### src/rtl/im_access_arbiter_pkg.sv
// Shared types and constants for the instruction-memory access arbiter.
// Optional feature macro used by the arbiter: IM_ARB_PERF_EN.
package im_access_arbiter_pkg;

    typedef enum logic {
        BOOT = 1'b0,
        RUN  = 1'b1
    } arb_state_e;

    localparam int IM_DATA_BYTES = 4;
    localparam int RNG_32        = 32;
    localparam int RNG_64        = 64;
    localparam logic [RNG_64-1:0] BOOT_PC = 64'h0000_0000_0000_0100;

endpackage

### src/rtl/im_arb_starve_ctr.sv
// Counts consecutive fetch wins while a load write waits; flags when the load must be let through.
module im_arb_starve_ctr #(
    parameter int MAX_WAIT = 4
) (
    input  logic clk,
    input  logic rst,
    input  logic fetch_win_i,
    input  logic load_gnt_i,
    input  logic load_req_i,
    output logic at_max_o
);

    localparam int CW = 4;

    logic [CW-1:0] wait_cnt_q;
    logic [CW-1:0] wait_cnt_d;

    always_comb begin
        wait_cnt_d = wait_cnt_q;
        if (load_gnt_i || !load_req_i) begin
            wait_cnt_d = '0;
        end else if (fetch_win_i) begin
            wait_cnt_d = wait_cnt_q + 1'b1;
        end
    end

    always_ff @(posedge clk) begin
        if (rst) begin
            wait_cnt_q <= '0;
        end else begin
            wait_cnt_q <= wait_cnt_d;
        end
    end

    assign at_max_o = (wait_cnt_q == CW'(MAX_WAIT));

endmodule

### src/rtl/im_access_arbiter.sv
// Shares the single instruction-memory port between fetch reads and loader writes (boot, then run).
// Read data returns 1 cycle after grant; IM_ARB_PERF_EN adds stall/flush counters.
module im_access_arbiter
    import im_access_arbiter_pkg::*;
#(
    parameter int AW       = 11,
    parameter int MAX_WAIT = 4
) (
    input  logic                     clk,
    input  logic                     rst,
    input  logic                     i_fetch_req,
    input  logic [RNG_64-1:0]        i_fetch_addr,
    input  logic                     i_fetch_flush,
    output logic                     o_fetch_gnt,
    output logic                     o_fetch_rvalid,
    output logic [RNG_32-1:0]        o_fetch_rdata,
    input  logic                     i_load_req,
    input  logic [AW-1:0]            i_load_addr,
    input  logic [IM_DATA_BYTES-1:0] i_load_be,
    input  logic [RNG_32-1:0]        i_load_wdata,
    input  logic                     i_load_done,
    output logic                     o_load_gnt,
    output logic [AW-1:0]            o_im_addr,
    output logic [IM_DATA_BYTES-1:0] o_im_wen,
    output logic [RNG_32-1:0]        o_im_wdata,
    input  logic [RNG_32-1:0]        i_im_rdata,
`ifdef IM_ARB_PERF_EN
    output logic [RNG_32-1:0]        o_fetch_stall_cnt,
    output logic [RNG_32-1:0]        o_flush_cnt,
`endif
    output logic                     o_boot
);

    arb_state_e state_q, state_d;
    logic       rd_pend_q, rd_pend_d;
    logic       fetch_gnt, load_gnt, starve;
    logic       unused_addr_hi;

    assign unused_addr_hi = ^i_fetch_addr[RNG_64-1:AW];

    im_arb_starve_ctr #(.MAX_WAIT(MAX_WAIT)) u_starve (
        .clk         (clk),
        .rst         (rst),
        .fetch_win_i (fetch_gnt),
        .load_gnt_i  (load_gnt),
        .load_req_i  (i_load_req),
        .at_max_o    (starve)
    );

    // Grants are held low during reset so the port is quiet before state is known.
    always_comb begin
        fetch_gnt  = 1'b0;
        load_gnt   = 1'b0;
        o_im_addr  = '0;
        o_im_wen   = '0;
        o_im_wdata = '0;
        if (!rst) begin
            if (state_q == BOOT) begin
                load_gnt = i_load_req;
            end else if (i_fetch_req && !(i_load_req && starve)) begin
                fetch_gnt = 1'b1;
            end else begin
                load_gnt = i_load_req;
            end
        end
        if (fetch_gnt) begin
            o_im_addr = i_fetch_addr[AW-1:0];
        end else if (load_gnt) begin
            o_im_addr  = i_load_addr;
            o_im_wen   = i_load_be;
            o_im_wdata = i_load_wdata;
        end
    end

    always_comb begin
        state_d   = state_q;
        rd_pend_d = fetch_gnt & ~i_fetch_flush;
        if (state_q == BOOT && i_load_done) begin
            state_d = RUN;
        end
    end

    always_ff @(posedge clk) begin
        if (rst) begin
            state_q   <= BOOT;
            rd_pend_q <= 1'b0;
        end else begin
            state_q   <= state_d;
            rd_pend_q <= rd_pend_d;
        end
    end

    assign o_fetch_gnt    = fetch_gnt;
    assign o_load_gnt     = load_gnt;
    assign o_fetch_rvalid = rd_pend_q & ~i_fetch_flush & ~rst;
    assign o_fetch_rdata  = i_im_rdata;
    assign o_boot         = rst | (state_q == BOOT);

`ifdef IM_ARB_PERF_EN
    logic [RNG_32-1:0] stall_cnt_q, stall_cnt_d;
    logic [RNG_32-1:0] flush_cnt_q, flush_cnt_d;
    logic [1:0]        kill_n;

    // A flush can kill both the response in flight and the grant issued this cycle.
    always_comb begin
        kill_n      = {1'b0, fetch_gnt & i_fetch_flush} + {1'b0, rd_pend_q & i_fetch_flush};
        stall_cnt_d = stall_cnt_q;
        flush_cnt_d = flush_cnt_q;
        if (state_q == RUN && i_fetch_req && !fetch_gnt && stall_cnt_q != '1) begin
            stall_cnt_d = stall_cnt_q + 1'b1;
        end
        if (flush_cnt_q > ('1 - RNG_32'(kill_n))) begin
            flush_cnt_d = '1;
        end else begin
            flush_cnt_d = flush_cnt_q + RNG_32'(kill_n);
        end
    end

    always_ff @(posedge clk) begin
        if (rst) begin
            stall_cnt_q <= '0;
            flush_cnt_q <= '0;
        end else begin
            stall_cnt_q <= stall_cnt_d;
            flush_cnt_q <= flush_cnt_d;
        end
    end

    assign o_fetch_stall_cnt = stall_cnt_q;
    assign o_flush_cnt       = flush_cnt_q;
`endif

endmodule

### config.mk
export PLATFORM = sky130hd
export DESIGN_NAME = im_access_arbiter
export DESIGN_NICKNAME = d
export VERILOG_FILES = /design/src/rtl/im_access_arbiter_pkg.sv /design/src/rtl/im_arb_starve_ctr.sv /design/src/rtl/im_access_arbiter.sv
export SDC_FILE = /design/constraint.sdc
export NUM_CORES = 1
export LEC_CHECK = 0
export CORE_AREA = 2 2 91 93
export DETAILED_ROUTE_END_ITERATION = 12
export DIE_AREA = 0 0 93 95
export HOLD_SLACK_MARGIN = 0.06
export PLACE_DENSITY_LB_ADDON = 0.3
export SYNTH_ARGS = -nofsm -noshare
export SYNTH_HDL_FRONTEND = slang
export SYNTH_SLANG_ARGS = --single-unit
### constraint.sdc
create_clock -name clk -period 1.95 [get_ports clk]
set_clock_uncertainty 0.15 [all_clocks]
set_input_delay 0.39 -clock clk [delete_from_list [all_inputs] [get_ports clk]]
set_output_delay 0.39 -clock clk [all_outputs]
set_load 0.01 [all_outputs]
[Word level (Yosys, flattened, before mapping)]
Index checks and enable logic that the tools add are counted.
Word-level totals
  bits in registers: 6
  bits in latches: 0
  memory bits (writable): 0
  bits in read-only memories: 0
  bits of input ports: 149
  output and inout bits: 83
  word-level logic and storage cells: 31
  memories: 0
Cells by class
  add/sub/neg operators: 1
  $mul: 0
  divide/modulo/power cells: 0
  $lt $le $gt $ge: 0
  eq/ne operators: 1
  shifts and indexed selects: 0
  mux-type cells: 12
  bitwise logic cells: 7
  reductions and logical operators: 7
Operator list (number)
  $mux W32: 2
  $mux W11: 2
  $mux W4: 2
  $mux W1: 6
  $add A4 B1 Y4 const B: 1
  $eq A4 B3 Y1 const B: 1
  $and A1 B1 Y1: 3
  $logic_and A1 B1 Y1: 3
  $not A1 Y1: 3
  $logic_not A1 Y1: 2
  $reduce_or A2 Y1: 1
  $logic_or A1 B1 Y1: 1
  $or A1 B1 Y1: 1

[Logic depth before layout (Yosys ltp)]
Gate-level depths: netlist (run 1).
  word-level depth: 9
  depth in mapped cells: 7
  mapped depth without buffers: 5

[Cells and area by module]
Synthesis (run 1) repeated with hierarchy kept, for this count alone.
Unflattened totals
  cells, all modules: 118
  area total of the unflattened synthesis: 919.6 um2
Modules (own cells, without submodules)
  im_access_arbiter: instances 1, cells an instance 96, area an instance 705.7 um2, seq. area each 40.0 um2
  im_arb_starve_ctr: instances 1, cells an instance 22, area an instance 214.0 um2, seq. area each 80.1 um2

[Worst setup path after synthesis (run 1)]
No wires, ideal clock.
  path kind: reg2out
  start point: register u_starve.wait_cnt_q[0]
  end point: output port o_im_addr[6]
  arrival: 1.483 ns
  data required time: 1.410 ns
  path slack: -0.073 ns
  cell stages (with the launch flop): 8
  path buffers: 2
  path through: dfxtp_1 > inv_1 > ha_1 > and4b_4 > or2_1 > buf_6 > buf_6 > a31o_1
On the way
  word-level cells in the longest chain between the ends: 9
  elaborated cells on any way between the ends: 12
  those cells by class: 1 x eq/ne; 8 x mux; 3 x reduce/logical
Ends and longest elaborated chain
  start, declared: line im_arb_starve_ctr.sv:15  | logic [CW-1:0] wait_cnt_q;
  start signal, assigned: line im_arb_starve_ctr.sv:31  | wait_cnt_q <= wait_cnt_d;
  $eq A4 B3 Y1 (*): line im_arb_starve_ctr.sv:35  | assign at_max_o = (wait_cnt_q == CW'(MAX_WAIT));
  $logic_and A1 B1 Y1 (*): line im_access_arbiter.sv:60  | end else if (i_fetch_req && !(i_load_req && starve)) begin
  $logic_not A1 Y1 (*): line im_access_arbiter.sv:60
  $logic_and A1 B1 Y1 (*): line im_access_arbiter.sv:60
  $mux W1: line im_access_arbiter.sv:60
  $mux W1: line im_access_arbiter.sv:58  | if (state_q == BOOT) begin
  $mux W1: line im_access_arbiter.sv:57  | if (!rst) begin
  $mux W11: line im_access_arbiter.sv:68  | end else if (load_gnt) begin
  $mux W11 (*): line im_access_arbiter.sv:66  | if (fetch_gnt) begin
  end, declared: line im_access_arbiter.sv:23  | output logic [AW-1:0] o_im_addr,
Every way passes the cells marked *; elsewhere a longest branch is shown, timed or not.

[Worst setup path in the final report (run 1)]
  start point: register u_starve.wait_cnt_q[0]
  end point: output port o_im_addr[2]
The elaborated chain is that of the path after synthesis.

==> results of run 1 <==
==> state kept, by name (all words and copies together), names as in the netlist <==
signal,cells
rd_pend_q,1
state_q,1
u_starve.wait_cnt_q,4
==> routing by layer <==
metal / share of wire, % / up-vias / wire (um)
met5: 0 / - / 0
met3: 8.1 / 16 / 417
met4: 1.7 / 0 / 89
met1: 42 / 589 / 2180
met2: 48 / 82 / 2470
li1: - / 618 / -
==> layout make-up <==
| cell class | instances | area (um2) | share of cell area (%) |
|---|---|---|---|
| clock buffer | 3 | 41.3 | 1.49 |
| multi-input combinational | 79 | 868 | 31.3 |
| sequential | 6 | 123 | 4.42 |
| tap | 105 | 131 | 4.74 |
| inverter | 3 | 11.3 | 0.406 |
| timing repair buffer | 146 | 1600 | 57.6 |
==> cells by family after synthesis <==
family,count (synthesis)
XOR/XNOR,2
AO/OA/AOI/OAI,12
buffers and inverters,45
AND/OR/NAND/NOR,63
flip-flops,6
adder cells (fa/ha/maj),2
==> final timing paths <==
path,start,to,slack [ns],cells after the start
worst min-delay path,u_starve.wait_cnt_q[0],u_starve.wait_cnt_q[0],0.37,2
worst max register to register,u_starve.wait_cnt_q[0],u_starve.wait_cnt_q[3],0.19,8
worst min register to register,u_starve.wait_cnt_q[0],u_starve.wait_cnt_q[0],0.37,2
worst max-delay path,u_starve.wait_cnt_q[0],o_im_addr[2],-0.36,8
==> per-stage QoR <==
stage	power, mW	setup TNS [ns]	util (%)
final	0.788	-13.98	35.0
after global routing	0.828	-16.70	35.0
after CTS	0.731	-13.40	30.8
after detailed placement	0.469	-40.46	26.9
after global placement	0.469	-39.33	26.9
after floorplan	0.297	0	-
==> cells in the mapped netlist <==
cell type,instances
sky130_fd_sc_hd__clkbuf_1,2
sky130_fd_sc_hd__nor3_2,5
sky130_fd_sc_hd__inv_1,3
sky130_fd_sc_hd__nand2b_1,2
sky130_fd_sc_hd__a31o_1,11
sky130_fd_sc_hd__buf_2,5
sky130_fd_sc_hd__buf_4,32
sky130_fd_sc_hd__and4b_4,1
sky130_fd_sc_hd__dfxtp_1,6
sky130_fd_sc_hd__nand2_1,1
sky130_fd_sc_hd__xor2_1,1
sky130_fd_sc_hd__buf_1,1
sky130_fd_sc_hd__or2_1,1
sky130_fd_sc_hd__o21a_1,1
sky130_fd_sc_hd__xnor2_1,1
sky130_fd_sc_hd__nor4b_1,11
sky130_fd_sc_hd__ha_1,2
sky130_fd_sc_hd__buf_6,2
sky130_fd_sc_hd__nand3_1,1
sky130_fd_sc_hd__nor2b_1,1
sky130_fd_sc_hd__nor2_1,3
sky130_fd_sc_hd__nor3b_1,1
sky130_fd_sc_hd__and2_1,36
==> power by group <==
group          total, mW  leakage, nW  switching, mW  internal, mW
Combinational      0.472         1.11          0.157         0.315
Clock              0.189       0.0216         0.0562         0.133
Sequential         0.127       0.0498        0.00128         0.126
==> what timing repair did <==
action / CTS / global route
setup endpoints to repair: 51 / 50
hold endpoints to repair: 0 / 0
buffers inserted: 8 / 1
resized for setup: 273 / 51
pin swaps: 10 / 36
gates cloned: 4 / 5
==> worst min-delay path: cells and delay by family (launching register included) <==
| family | cells | cell delay [ns] |
|---|---|---|
| DFF | 1 | 0.32 |
| and+or+nand+nor | 1 | 0.04 |
| buffers and inverters | 1 | 0.12 |
==> results.yml, run 1 <==
outcome:
  status: "complete, but fails checks"
  violated_checks: "setup timing"
placement:
  dp_slack_ns: -0.905
  dpl_cell_area_um2: 2130
  gp_congestion: 0.704
  post-place-cells: 322
  buffer_ports.inserted: 114
  detailedPlacementHpwl_mm: 3.30
synthesis:
  synth-adder-area-share_pct: 2.47
  area_fraction_in_compound_gates_after_synthesis_pct: 10.2
  post_synth_xor_area_fraction_pct: 1.73
  avgSynthCellArea_um2: 7.81
  post_synth_instance_area_um2: 1010
  yosys-mux-area-fraction_pct: 0
  yosysTopAreaCell: "sky130_fd_sc_hd__buf_4"
  synthesis.instances: 130
  synth-simple-area-share_pct: 43.2
  yosys.area.top_type_share_pct: 23.7
  syn_nets: 281
  combinational_family_with_the_most_area_after_synthesis: "simple AND/OR/NAND/NOR gates"
  synth_seq_area_share_pct: 11.8
  synth_cell_types: 23
  yosys_warns: 0
  synth_seq_cells: 6
  post_synth_main_area_contributors: "sky130_fd_sc_hd__buf_4, sky130_fd_sc_hd__and2_1, sky130_fd_sc_hd__dfxtp_1, sky130_fd_sc_hd__a31o_1, sky130_fd_sc_hd__nor4b_1"
final_layout:
  drive_above_1_share_pct: 62.9
  antennaDiodeCount: 0
  instances_no_fill: 342
  mostFrequentLayoutCell: "sky130_fd_sc_hd__clkdlybuf4s50_1"
  flow.area_growth_from_synthesis_pct: 173
  layout.cells.most_common_list: "sky130_fd_sc_hd__clkdlybuf4s50_1, sky130_fd_sc_hd__buf_6, sky130_fd_sc_hd__and2_4, sky130_fd_sc_hd__buf_4, sky130_fd_sc_hd__buf_2"
  filler_cell_count: 826
  design.final.nets: 390
  final_design_area_no_fill_um2: 2770
floorplan:
  io-pin-count: 232
  core-area_um2: 7930
  die_y_um: 95
  dieArea_um2: 8840
  starting_density_of_the_core_pct: 12.8
  num_rows: 33
  die-width_um: 93
clocking:
  clock_sinks: 6
  clk_latency_ns: 0.22
  htreeDepth: 1
  cts-root-buf: "sky130_fd_sc_hd__clkbuf_8"
  max-clock-path-buffers: 2
  hold_bufs_at_cts: 0
  path_clk_slew_ns: 0.04
  cts_tree: "done"
  cts_buffers: 3
global_routing:
  grt_max_degree: 19
  grt.overflow.total: 0
  gr-usage-all-layers_pct: 10.3
  global_route.usage.met2_pct: 17.3
  first_global_vias: 1398
  number_of_antenna_violations_at_the_first_check_in_global_routing: 0
  met1_usage_pct: 13.1
  met3_usage_pct: 2.87
  grt_first_pass_wirelength_mm: 7.15
  gr-max-usage-layer: "met2"
detailed_routing:
  vias: 1305
  vias_per_cell: 3.82
  avgRoutedWirePerCell_um: 15.1
  total_wire_length_mm: 5.16
  drc_violations_left: 0
  drt_pass1_iterations: 4
  detail_route.iter0.violations: 25
  detail-route-antenna-nets: 0
setup_path:
  endpoint_kind: "primary output"
  crit_buf_inv: 4
  setup.worst_path.start_class: "register"
  cp_data_arrival_time_ns: 1.77
  timing.critical_path.slowest_stage_cell: "sky130_fd_sc_hd__dfxtp_2"
  worst-endpoint-required_ns: 1.41
  critPathTopFamily: "buffers and inverters"
  cpPeakStageDelay_ns: 0.32
  critical_path_class: "register to primary output"
  critical_path_peak_fanout: 5
  worstPathCellList: "inv_2 > ha_4 > and4b_4 > buf_6 > buf_12 > nor4b_4 > a31o_1 > buf_2"
timing:
  finish_stage_setup_viols: 49
  fin_worst_hold_slack_ns: 0.371
  timing.max_slew.rel_slack_pct: 82.7
  worstMarginPinSlew_ns: 0.259
  timing.final.hold_violations: 0
  rsz0062_at_grt: "true"
  min_period_ns: 2.31
  achievable-frequency_mhz: 433
  drv_slew: 0
  final_min_period_over_clock_period_pct: 119
  finalWorstSetupSlack_ns: -0.361
run:
  maxCapViolCount: 0
hold_path:
  worstHoldPathType: "register to register"
pwr:
  cellLeakagePower_nw: 1.18
  powerDensity_nw_per_um2: 284
  worst_ir_drop_vdd_v: 0.000205
(Power assumes the default switching activity.)
==> run 2: changes to the inputs <==
- SLEW_MARGIN: default -> 25
==> results of run 2 <==
Same layout as run 1: the final DEF is identical, and so are final timing and power.
